`config.mk`:
```
export PLATFORM = sky130hd
export DESIGN_NAME = cirno9_timer
export DESIGN_NICKNAME = d
export VERILOG_FILES = /design/src/rtl/cirno9_timer.sv
export SDC_FILE = /design/constraint.sdc
export NUM_CORES = 1
export LEC_CHECK = 0
export CAP_MARGIN = 20
export CORE_UTILIZATION = 63
export DETAILED_ROUTE_END_ITERATION = 8
export GPL_TIMING_DRIVEN = 1
export PLACE_DENSITY_LB_ADDON = 0.2
export SYNTH_ARGS = -nofsm -noshare
export SYNTH_HDL_FRONTEND = slang
export SYNTH_SLANG_ARGS = --single-unit
```
`constraint.sdc`:
```
create_clock -name clk -period 4.7 [get_ports clk]
set_input_delay 1.175 -clock clk [delete_from_list [all_inputs] [get_ports clk]]
set_output_delay 1.175 -clock clk [all_outputs]
set_load 0.01 [all_outputs]
```
`src/rtl/cirno9_timer.sv`:
```
// cirno9_timer: memory-mapped 64-bit machine timer (mtime / mtimecmp) on the IOB.
// A two-state responder answers every access with a one-cycle iob_rdy pulse,
// one cycle after iob_val is first seen. A prescaler gates the mtime
// increment. timer_irq is a registered level compare of mtime >= mtimecmp.
module cirno9_timer #(
  parameter int          DIV_W   = 8,
  parameter logic [63:0] CMP_RST = 64'hFFFF_FFFF_FFFF_FFFF
) (
  input  logic        clk,
  input  logic        rst,
  input  logic        iob_val,
  output logic        iob_rdy,
  input  logic [31:0] iob_adr,
  input  logic [3:0]  iob_wen,
  input  logic [31:0] iob_wdat,
  output logic [31:0] iob_rdat,
  output logic        timer_irq
);

  // Word offsets decoded from iob_adr[4:2]
  localparam logic [2:0] A_MTIME_LO = 3'd0;
  localparam logic [2:0] A_MTIME_HI = 3'd1;
  localparam logic [2:0] A_CMP_LO   = 3'd2;
  localparam logic [2:0] A_CMP_HI   = 3'd3;
  localparam logic [2:0] A_CTRL     = 3'd4;
  localparam logic [2:0] A_STATUS   = 3'd5;

  typedef enum logic {IDLE, RESP} state_t;

  state_t             state_q, state_d;
  logic [63:0]        mtime_q, mtime_d;
  logic [63:0]        cmp_q, cmp_d;
  logic               en_q, en_d;
  logic               ie_q, ie_d;
  logic [DIV_W-1:0]   div_q, div_d;
  logic [DIV_W-1:0]   presc_q, presc_d;
  logic [31:0]        shadow_q, shadow_d;
  logic               rdy_q, rdy_d;
  logic [31:0]        rdat_q, rdat_d;
  logic               irq_q, irq_d;

  logic               acc;
  logic               wr;
  logic               rd;
  logic [2:0]         sel;
  logic [31:0]        wmask;
  logic [31:0]        ctrl_rd;
  logic [31:0]        ctrl_w;
  logic [31:0]        rd_data;
  logic               match;
  logic               tick;
  logic               ctrl_wr;

  // Bits of the address and of the merged CTRL word that carry no meaning
  logic               unused_bits;
  assign unused_bits = ^{iob_adr[31:5], iob_adr[1:0], ctrl_w[31:8+DIV_W], ctrl_w[7:2]};

  // Expand per-byte strobes into a bit mask
  genvar gi;
  generate
    for (gi = 0; gi < 4; gi++) begin : g_wmask
      assign wmask[8*gi +: 8] = {8{iob_wen[gi]}};
    end
  endgenerate

  // Merge strobed bytes of wdat into an existing word
  function automatic logic [31:0] merge_bytes(input logic [31:0] old_word,
                                              input logic [31:0] mask,
                                              input logic [31:0] wdat);
    merge_bytes = (old_word & ~mask) | (wdat & mask);
  endfunction

  // An access is only accepted in IDLE; RESP ignores iob_val entirely
  assign acc     = (state_q == IDLE) && iob_val;
  assign wr      = acc && (iob_wen != 4'b0000);
  assign rd      = acc && (iob_wen == 4'b0000);
  assign sel     = iob_adr[4:2];
  assign ctrl_wr = wr && (sel == A_CTRL);

  assign ctrl_rd = {{(24-DIV_W){1'b0}}, div_q, 6'b0, ie_q, en_q};
  assign ctrl_w  = merge_bytes(ctrl_rd, wmask, iob_wdat);

  assign match   = (mtime_q >= cmp_q);
  assign tick    = en_q && (presc_q == div_q);

  // Read-data multiplexer for the addressed register
  always_comb begin
    rd_data = 32'h0;
    case (sel)
      A_MTIME_LO: rd_data = mtime_q[31:0];
      A_MTIME_HI: rd_data = shadow_q;
      A_CMP_LO:   rd_data = cmp_q[31:0];
      A_CMP_HI:   rd_data = cmp_q[63:32];
      A_CTRL:     rd_data = ctrl_rd;
      A_STATUS:   rd_data = {31'b0, match};
      default:    rd_data = 32'h0;
    endcase
  end

  // Response FSM next-state and outputs: rdy/rdat pulse for exactly one cycle
  always_comb begin
    state_d = state_q;
    rdy_d   = 1'b0;
    rdat_d  = 32'h0;
    case (state_q)
      IDLE: begin
        if (iob_val) begin
          rdy_d   = 1'b1;
          rdat_d  = rd_data;
          state_d = RESP;
        end
      end
      RESP: begin
        state_d = IDLE;
      end
      default: state_d = IDLE;
    endcase
  end

  // Timer register next-state: software writes win over the tick increment
  always_comb begin
    mtime_d  = mtime_q;
    cmp_d    = cmp_q;
    en_d     = en_q;
    ie_d     = ie_q;
    div_d    = div_q;
    shadow_d = shadow_q;
    presc_d  = presc_q;

    if (wr && (sel == A_MTIME_LO)) begin
      mtime_d[31:0] = merge_bytes(mtime_q[31:0], wmask, iob_wdat);
    end else if (wr && (sel == A_MTIME_HI)) begin
      mtime_d[63:32] = merge_bytes(mtime_q[63:32], wmask, iob_wdat);
    end else if (tick) begin
      mtime_d = mtime_q + 64'd1;
    end

    if (wr && (sel == A_CMP_LO)) begin
      cmp_d[31:0] = merge_bytes(cmp_q[31:0], wmask, iob_wdat);
    end
    if (wr && (sel == A_CMP_HI)) begin
      cmp_d[63:32] = merge_bytes(cmp_q[63:32], wmask, iob_wdat);
    end

    if (ctrl_wr) begin
      en_d  = ctrl_w[0];
      ie_d  = ctrl_w[1];
      div_d = ctrl_w[8 +: DIV_W];
    end

    // Prescaler restarts on CTRL writes, is parked while disabled, wraps at div
    if (ctrl_wr || !en_q || tick) begin
      presc_d = '0;
    end else begin
      presc_d = presc_q + DIV_W'(1);
    end

    // Snapshot the upper word together with the lower word for tear-free reads
    if (rd && (sel == A_MTIME_LO)) begin
      shadow_d = mtime_q[63:32];
    end
  end

  assign irq_d = ie_q & match;

  // State and register update with synchronous reset
  always_ff @(posedge clk) begin
    if (rst) begin
      state_q  <= IDLE;
      mtime_q  <= 64'h0;
      cmp_q    <= CMP_RST;
      en_q     <= 1'b0;
      ie_q     <= 1'b0;
      div_q    <= '0;
      presc_q  <= '0;
      shadow_q <= 32'h0;
      rdy_q    <= 1'b0;
      rdat_q   <= 32'h0;
      irq_q    <= 1'b0;
    end else begin
      state_q  <= state_d;
      mtime_q  <= mtime_d;
      cmp_q    <= cmp_d;
      en_q     <= en_d;
      ie_q     <= ie_d;
      div_q    <= div_d;
      presc_q  <= presc_d;
      shadow_q <= shadow_d;
      rdy_q    <= rdy_d;
      rdat_q   <= rdat_d;
      irq_q    <= irq_d;
    end
  end

  assign iob_rdy   = rdy_q;
  assign iob_rdat  = rdat_q;
  assign timer_irq = irq_q;

endmodule

```
== Word level (Yosys, flattened, before mapping) ==
Index checks and enable logic that the tools add are counted.
Word-level totals
  RAM bits: 0
  bits in read-only memories: 0
  output and inout port bits: 34
  memories kept: 0
  word-level logic and storage cells: 69
  bits in latches: 0
  register bits: 213
  input port bits: 71
Cells by class
  equality and inequality tests: 7
  reductions and logical operators: 23
  divide/modulo/power cells: 0
  $lt $le $gt $ge: 1
  multiplexer cells: 7
  $add $sub $neg: 2
  $mul: 0
  shift-type cells: 0
  bitwise operators: 16
Operators with widths (count)
  $pmux W32 S6: 1
  $and A32 B32 Y32: 5
  $or A32 B32 Y32: 4
  $mux W32: 3
  $add A64 B1 Y64 const B: 1
  $ge A64 B64 Y1: 1
  $mux W64: 1
  $not A32 Y32: 1
  $and A16 B16 Y16: 1
  $or A16 B16 Y16: 1
  $logic_and A1 B1 Y1: 10
  $add A8 B1 Y8 const B: 1
  $eq A8 B8 Y1: 1
  $eq A3 B2 Y1 const B: 2
  $eq A3 B3 Y1 const B: 2
  $logic_not A4 Y1: 1
  $reduce_and A2 Y1: 2
  $reduce_bool A2 Y1: 2
  $reduce_bool A4 Y1: 1
  $reduce_or A2 Y1: 2
  $eq A3 B1 Y1 const B: 1
  $logic_not A3 Y1: 1
  $not A1 Y1: 3
  $reduce_or A3 Y1: 1
  6 further kinds: 7

== Longest topological paths before layout ==
Gate-level depths: netlist of the first run.
  depth after elaboration: 7
  mapped depth: 10
  depth with buffers taken out: 9

== Worst setup path after synthesis of the first run ==
Ideal clock, no wire load.
  path kind: input port to flip-flop
  start: input port iob_wen[1]
  end: register (tool-made name)
  arrival: 2.866 ns
  library setup time: 0.134 ns
  stages on the path: 9
  setup slack: 1.700 ns
  path buffers: 3
  required time: 4.566 ns
  cells stage by stage: buf_2 or4_1 and3_1 buf_2 nor3_2 buf_2 nand4_1 a21oi_1 a211oi_1
RTL lines
  from (decl): RTL line 14  | input logic [3:0] iob_wen,

==> results by group, run 1 <==
Clock network
  – Setup bufs post-CTS: 0
  – CTS resizes: 0
  – CTS Buf Count: 23
  – Clock sinks: 212
  – Clock slew at reported path FFs: 0.07 ns
  – Cts hold-fix bufs: 0
  – TritonCTS clock tree: done
  – Clk_lat worst skew: 0.53 ns
  – CTS HTree Levels: 1
  – Clock tree root buffer cell: clkbuf_16
  – CTS max path bufs: 3

Yosys
  – Proportion of synthesized area in mux cells: 0.01276
  – Avg Inst Size Synth: a little under 8 um^2
  – Register bit total from synthesis: around 210
  – Adder-cell share of the synthesized area: 0.06903
  – Area contributors post-synth: dfxtp_1 (35%), nand2_1 (7.0%), a21oi_1 (6.9%)
  – Area leader, netlist: dfxtp_1
  – Simple-gate share of the synthesized area: 0.2192
  – Yosys cell types: 78
  – Main synth FF type: dfxtp_1
  – XOR/XNOR share of the synthesized area: 0.01391
  – Mapped Cells: 1520
  – Synth top area share: 0.3548
  – Most frequent cell after synthesis: nand2_1
  – Net Count, Synth: about 1700
  – Compound-Gate Fraction of Synth Area: 0.2591
  – Post-synth EDFFs: 0
  – Async S/R FF share, synth: 0
  – Syn Std Cell Area: 0.01196 mm^2
  – YS warnings: 0
  – Largest family of logic cells by synthesized area: compound AO/OA/AOI/OAI gates
  – Commonest cells in the netlist: nand2_1 (222), dfxtp_1 (212), a21oi_1 (166)
  – Seq/Total Area, Yosys: 0.3548

Route
  – Total Wirelength: about 39000 um
  – Detailed Routing Iterations Pass 1: 7
  – Wire length per cell: between 20 and 25 um
  – Via count: 12180
  – Initial DRC Count: 1677
  – Via density: 6.779
  – DRT antenna net count: 0
  – Drt drc: 0

Place
  – HPWL after DPL: 26250 um
  – PortBufs: 75
  – Post-DP Area: around 0.013 mm^2
  – Final Wtd Congestion: a little under 1

Setup path
  – CP Capture Type: flop
  – R2R depth: 8
  – CP Class: input pin to flop
  – Crit path from: iob_adr[3]
  – Worst reg-to-reg setup slack: roughly 1.7 ns
  – Slowest-stage cell, CP: clkdlybuf4s50_1
  – FF-to-FF End: iob_rdat[0]
  – Slowest stage delay, CP: 0.77 ns
  – Worst Path Required: roughly 5.1 ns
  – Startpoint types: input pin
  – Worst-path maximum fanout: 18
  – Critical Path AT: 4.15 ns
  – CP Cell Sequence: clkdlybuf4s50_1 -> nor3_4 -> nand2_1 -> a21oi_4 -> o21ai_0 -> a221oi_1

Global route
  – Overflow after GRT: 0
  – Global-route wire length before repair: 60000 um
  – Initial antenna violation count: 0
  – Largest net degree at the start of global routing: 56
  – GRT Total Usage: 0.3867
  – Vias in the first global route: 11020

Floorplanning
  – Die area: around 0.020 mm^2
  – Initial Util: 0.6417
  – CORE AREA: around 0.019 mm^2
  – Number of I/O pins: approximately 110
  – Core Rows: 50
  – Die Width: 139.8 um
  – Die H: 139.8 um

Min path
  – HP Class: flop to flop

Power
  – Maximum vdd drop: around 0.00025 V
  – Leakage: 5.439 nW
  – Pwr/cell area: roughly 300 mW/mm^2

Cells and area
  – NumNets Final: 1685
  – Area overhead of the layout relative to synthesis: 13.43%
  – Fillers: 1501
  – FF/Latch Area: 0.004244 mm^2
  – # diodes: 0
  – Fin area: 0.01357 mm^2
  – Multi-input logic area: a little under 0.007 mm^2
  – Share of layout cells above drive strength 1: 0.07678

Timing
  – Period utilization: 0.7932
  – Unrepaired setup endpoints after global routing: no
  – Relative slew slack: 0.2622
  – Count of final setup violators: 0
  – Slew Limit Fails: 0
  – Fin crit period: 3.728 ns
  – Final Hold Fails: 0
  – Clock skew: 0.01459 ns
  – Total Neg Setup Slack: 0 ns
  – Worst-margin pin slew: about 1.1 ns
  – F_max: 268.2 MHz

Run
  – Number of max-cap violations: 0

Outcome
  – Status: finished, final reports clean
-- cell families after synthesis --
| logic type | Yosys count |
|---|---|
| AND/OR/NAND/NOR | 540 |
| AO/OA/AOI/OAI | 476 |
| flip-flops | 212 |
| buffers and inverters | 192 |
| adder cells (fa/ha/maj) | 66 |
| XOR/XNOR | 19 |
| multiplexers | 15 |
-- critical path: cells and delay by family --
kind	cells	cell delay [ns]
and+or+nand+nor	2	0.81
buffers and inverters	1	0.77
AOI/OAI and AO/OA	3	1.39
-- per-layer routing --
metal / track usage / routed length [um] / vias to the layer above
met1: 0.5289 / 15630 / 5720
met3: 0.06228 / 4027 / 141
met2: 0.5982 / 17150 / 751
met5: 0 / 0 / -
li1: - / - / 5570
met4: 0.1770 / 1713 / 0
-- placed cells by master, fill, tap and decap left out, types with 6 or more instances in the layout --
cell	Yosys	routed
a221oi_1	23	23
o211ai_1	65	65
a211oi_1	15	15
o21ai_0	56	56
nor3b_1	7	6
a21o_1	7	7
mux2i_1	13	13
a22oi_1	50	50
nor3_1	21	20
o221a_2	7	7
o22ai_1	30	30
clkbuf_16	0	23
buf_4	3	43
dfxtp_1	212	212
inv_1	75	75
a31oi_1	9	9
nor2_1	104	104
and3_1	23	21
nand3_1	53	53
nand2_1	222	222
o21a_1	6	6
a21oi_1	166	166
clkdlybuf4s50_1	0	74
xnor2_1	14	14
nand2b_1	24	24
ha_1	66	66
and2_1	9	9
nand4_1	33	33
-- power by group --
group	switching (W)	internal, W
clock	0.000766	0.00109
combinational	0.000218	0.000137
sequential	0.0000320	0.00183
total	0.00102	0.00305
-- how the worst min path moves through the flow --
stage,end,from,depth (start not counted)
CTS,shadow_q[21],shadow_q[21],2
finish,shadow_q[2],shadow_q[2],2
detailed placement,shadow_q[21],shadow_q[21],2
global route,shadow_q[21],shadow_q[21],2
global placement,shadow_q[23],shadow_q[23],2
floorplan,shadow_q[16],shadow_q[16],2
-- per-stage QoR --
stage                     hold WS, ns  power [W]  setup slack, ns  utilization  cells
after floorplan                0.4360   0.002091            1.700            -   1520
after global placement         0.4408   0.002231           0.6800       0.6873   1757
after detailed placement       0.4462   0.002237           0.5566       0.6873   1757
after CTS                      0.4545   0.004057            1.095       0.7279   1797
after global routing           0.4678   0.004171           0.9579       0.7279   1797
final                          0.4537   0.004064           0.9719       0.7279   1797
-- cell type report --
| type | instances | area share |
|---|---|---|
| clock buffer | 32 | 0.04859 |
| clock inverter | 8 | 0.007100 |
| inverter | 76 | 0.02102 |
| multi-input combinational | 1116 | 0.5076 |
| sequential | 212 | 0.3128 |
| tap | 234 | 0.02158 |
| timing repair buffer | 119 | 0.08133 |
Note: power is estimated with default switching activity, not from simulation.
==> inputs of run 2 (changes only) <==
--- a/config.mk
+++ b/config.mk
@@ -6,7 +6,7 @@
 export NUM_CORES = 1
 export LEC_CHECK = 0
 export CAP_MARGIN = 20
-export CORE_UTILIZATION = 63
+export CORE_UTILIZATION = 53
 export DETAILED_ROUTE_END_ITERATION = 8
 export GPL_TIMING_DRIVEN = 1
 export PLACE_DENSITY_LB_ADDON = 0.2
==> constraint.sdc (replaced) <==
create_clock -name clk -period 3.2 [get_ports clk]
set_input_delay 0.8 -clock clk [delete_from_list [all_inputs] [get_ports clk]]
set_output_delay 0.8 -clock clk [all_outputs]
set_load 0.01 [all_outputs]
==> results by group, run 2 (synthesized netlist as in run 1, its figures left out) <==
Run
  – Number of max-cap violations: 0

Power
  – Maximum vdd drop: 0.0003898 V
  – Leakage: 5.803 nW
  – Pwr/cell area: 439.1 mW/mm^2

Outcome
  – Status: finished, violations left
  – Failing checks: design-rule violations

Clock network
  – Setup bufs post-CTS: 0
  – Clock slew at reported path FFs: approximately 0.070 ns
  – CTS Buf Count: 24
  – Clock sinks: ~210
  – CTS resizes: 0
  – CTS HTree Levels: 1
  – Cts hold-fix bufs: 0
  – Clock tree root buffer cell: clkbuf_16
  – TritonCTS clock tree: done
  – CTS max path bufs: 3
  – Clk_lat worst skew: 0.53 ns

Timing
  – Fin crit period: 2.795 ns
  – Relative slew slack: 0.5507
  – Total Neg Setup Slack: 0 ns
  – Count of final setup violators: 0
  – F_max: between 300 and 400 MHz
  – Clock skew: 0.01592 ns
  – Worst-margin pin slew: about 0.67 ns
  – Unrepaired setup endpoints after global routing: no
  – Period utilization: 0.8733
  – Setup ws final: 0.4053 ns
  – Slew Limit Fails: 0
  – Final Hold Fails: 0

Global route
  – Global-route wire length before repair: 61730 um
  – Vias in the first global route: ~11000
  – Largest net degree at the start of global routing: 50
  – Overflow after GRT: 0
  – GRT Total Usage: 0.3356
  – Initial antenna violation count: 0

Floorplanning
  – Die area: 0.02318 mm^2
  – Die H: 152.2 um
  – Core Rows: 54
  – CORE AREA: around 0.022 mm^2
  – Number of I/O pins: 105
  – Die Width: approximately 150 um
  – Initial Util: 0.5448

Cells and area
  – # diodes: 0
  – FF/Latch Area: 0.004244 mm^2
  – Fillers: 1933
  – Multi-input logic area: about 0.0069 mm^2
  – NumNets Final: 1748
  – Most common cell after layout, fill and taps aside: nand2_1
  – Area overhead of the layout relative to synthesis: 18.67%
  – Share of layout cells above drive strength 1: 0.1136
  – Commonest cells after routing, fill and taps aside: nand2_1 (222), dfxtp_1 (212), a21oi_1 (166)

Setup path
  – Startpoint types: flop
  – FF-to-FF End: iob_rdat[0]
  – Worst reg-to-reg setup slack: 0.41 ns
  – Worst Path Required: 3.60 ns
  – CP Capture Type: flop
  – R2R depth: 8
  – Worst-path maximum fanout: 7
  – CP Class: flop to flop
  – Critical Path AT: 3.20 ns

Min path
  – Hold path cells: 2
  – Worst Hold End: shadow_q[17]
  – Worst Hold Launch: shadow_q[17]
  – HP Class: flop to flop

Route
  – Via density: 6.324
  – Total Wirelength: 39510 um
  – DRT antenna net count: 0
  – Drt drc: 3
  – Initial DRC Count: 1347
  – Via count: 12070
  – Detailed Routing Iterations Pass 1: 9
  – Wire length per cell: around 21 um

Place
  – Final Wtd Congestion: 0.9734
  – HPWL after DPL: 28360 um
  – PortBufs: 75
  – Pre-CTS setup slack: 0.02876 ns
-- run 2: cell count changes in the layout (fill, tap and decap cells not counted), sizes merged --
| cell | change |
|---|---|
| clkinv | +3 |
| inv | -1 |
| bufinv | +2 |
| buf | +62 |
-- run 2: metrics by stage --
step / instance area, um^2 / util / std cells / hold WS (ns) / power [W]
detailed placement: 13360 / 0.6085 / 1865 / 0.4464 / 0.003316
floorplan: 11960 / - / 1520 / 0.4360 / 0.003071
global placement: 13360 / 0.6085 / 1865 / 0.4419 / 0.003311
global route: 14200 / 0.6465 / 1909 / 0.4681 / 0.006404
finish: 14200 / 0.6465 / 1909 / 0.4530 / 0.006234
CTS: 14200 / 0.6465 / 1909 / 0.4545 / 0.006244
-- run 2: per-layer routing --
metal | track usage | part of all wire
met1 | 0.4643 | 0.44
met2 | 0.5098 | 0.44
met3 | 0.06143 | 0.089
met4 | 0.1477 | 0.039
met5 | 0 | 0
-- run 2: worst max path at each step --
stage / startpoint / slack (ns) / to
global placement: iob_wen[0] / 0.07 / flop
finish: flop / 0.41 / iob_rdat[0]
global route: flop / 0.28 / flop
floorplan: iob_wen[1] / 0.58 / flop
detailed placement: iob_wen[0] / 0.03 / flop
CTS: flop / 0.49 / timer_irq
-- run 2: cell type report --
cell class | count | area share
Clock buffer | 32 | 0.04733
Tap cell | 280 | 0.02468
Timing Repair Buffer | 181 | 0.1123
Clock inverter | 12 | 0.01146
Sequential cell | 212 | 0.2990
Multi-Input combinational cell | 1116 | 0.4852
Inverter | 76 | 0.02010
-- run 2: critical path, stage by stage (launching register included) --
cell,delay [ns]
dfxtp_1,0.54
ha_1,0.32
and4_1,0.27
a221oi_1,0.63
nor3_1,0.09
a211oi_1,0.25
buf_4,0.19
o311a_1,0.26
o31ai_1,0.12
-- run 2: power breakdown --
group	internal [W]	leakage (nW)	switching, W
clock network	0.00180	0.412	0.00116
logic	0.000223	3.67	0.000328
registers	0.00268	1.72	0.0000416
total	0.00470	5.80	0.00153
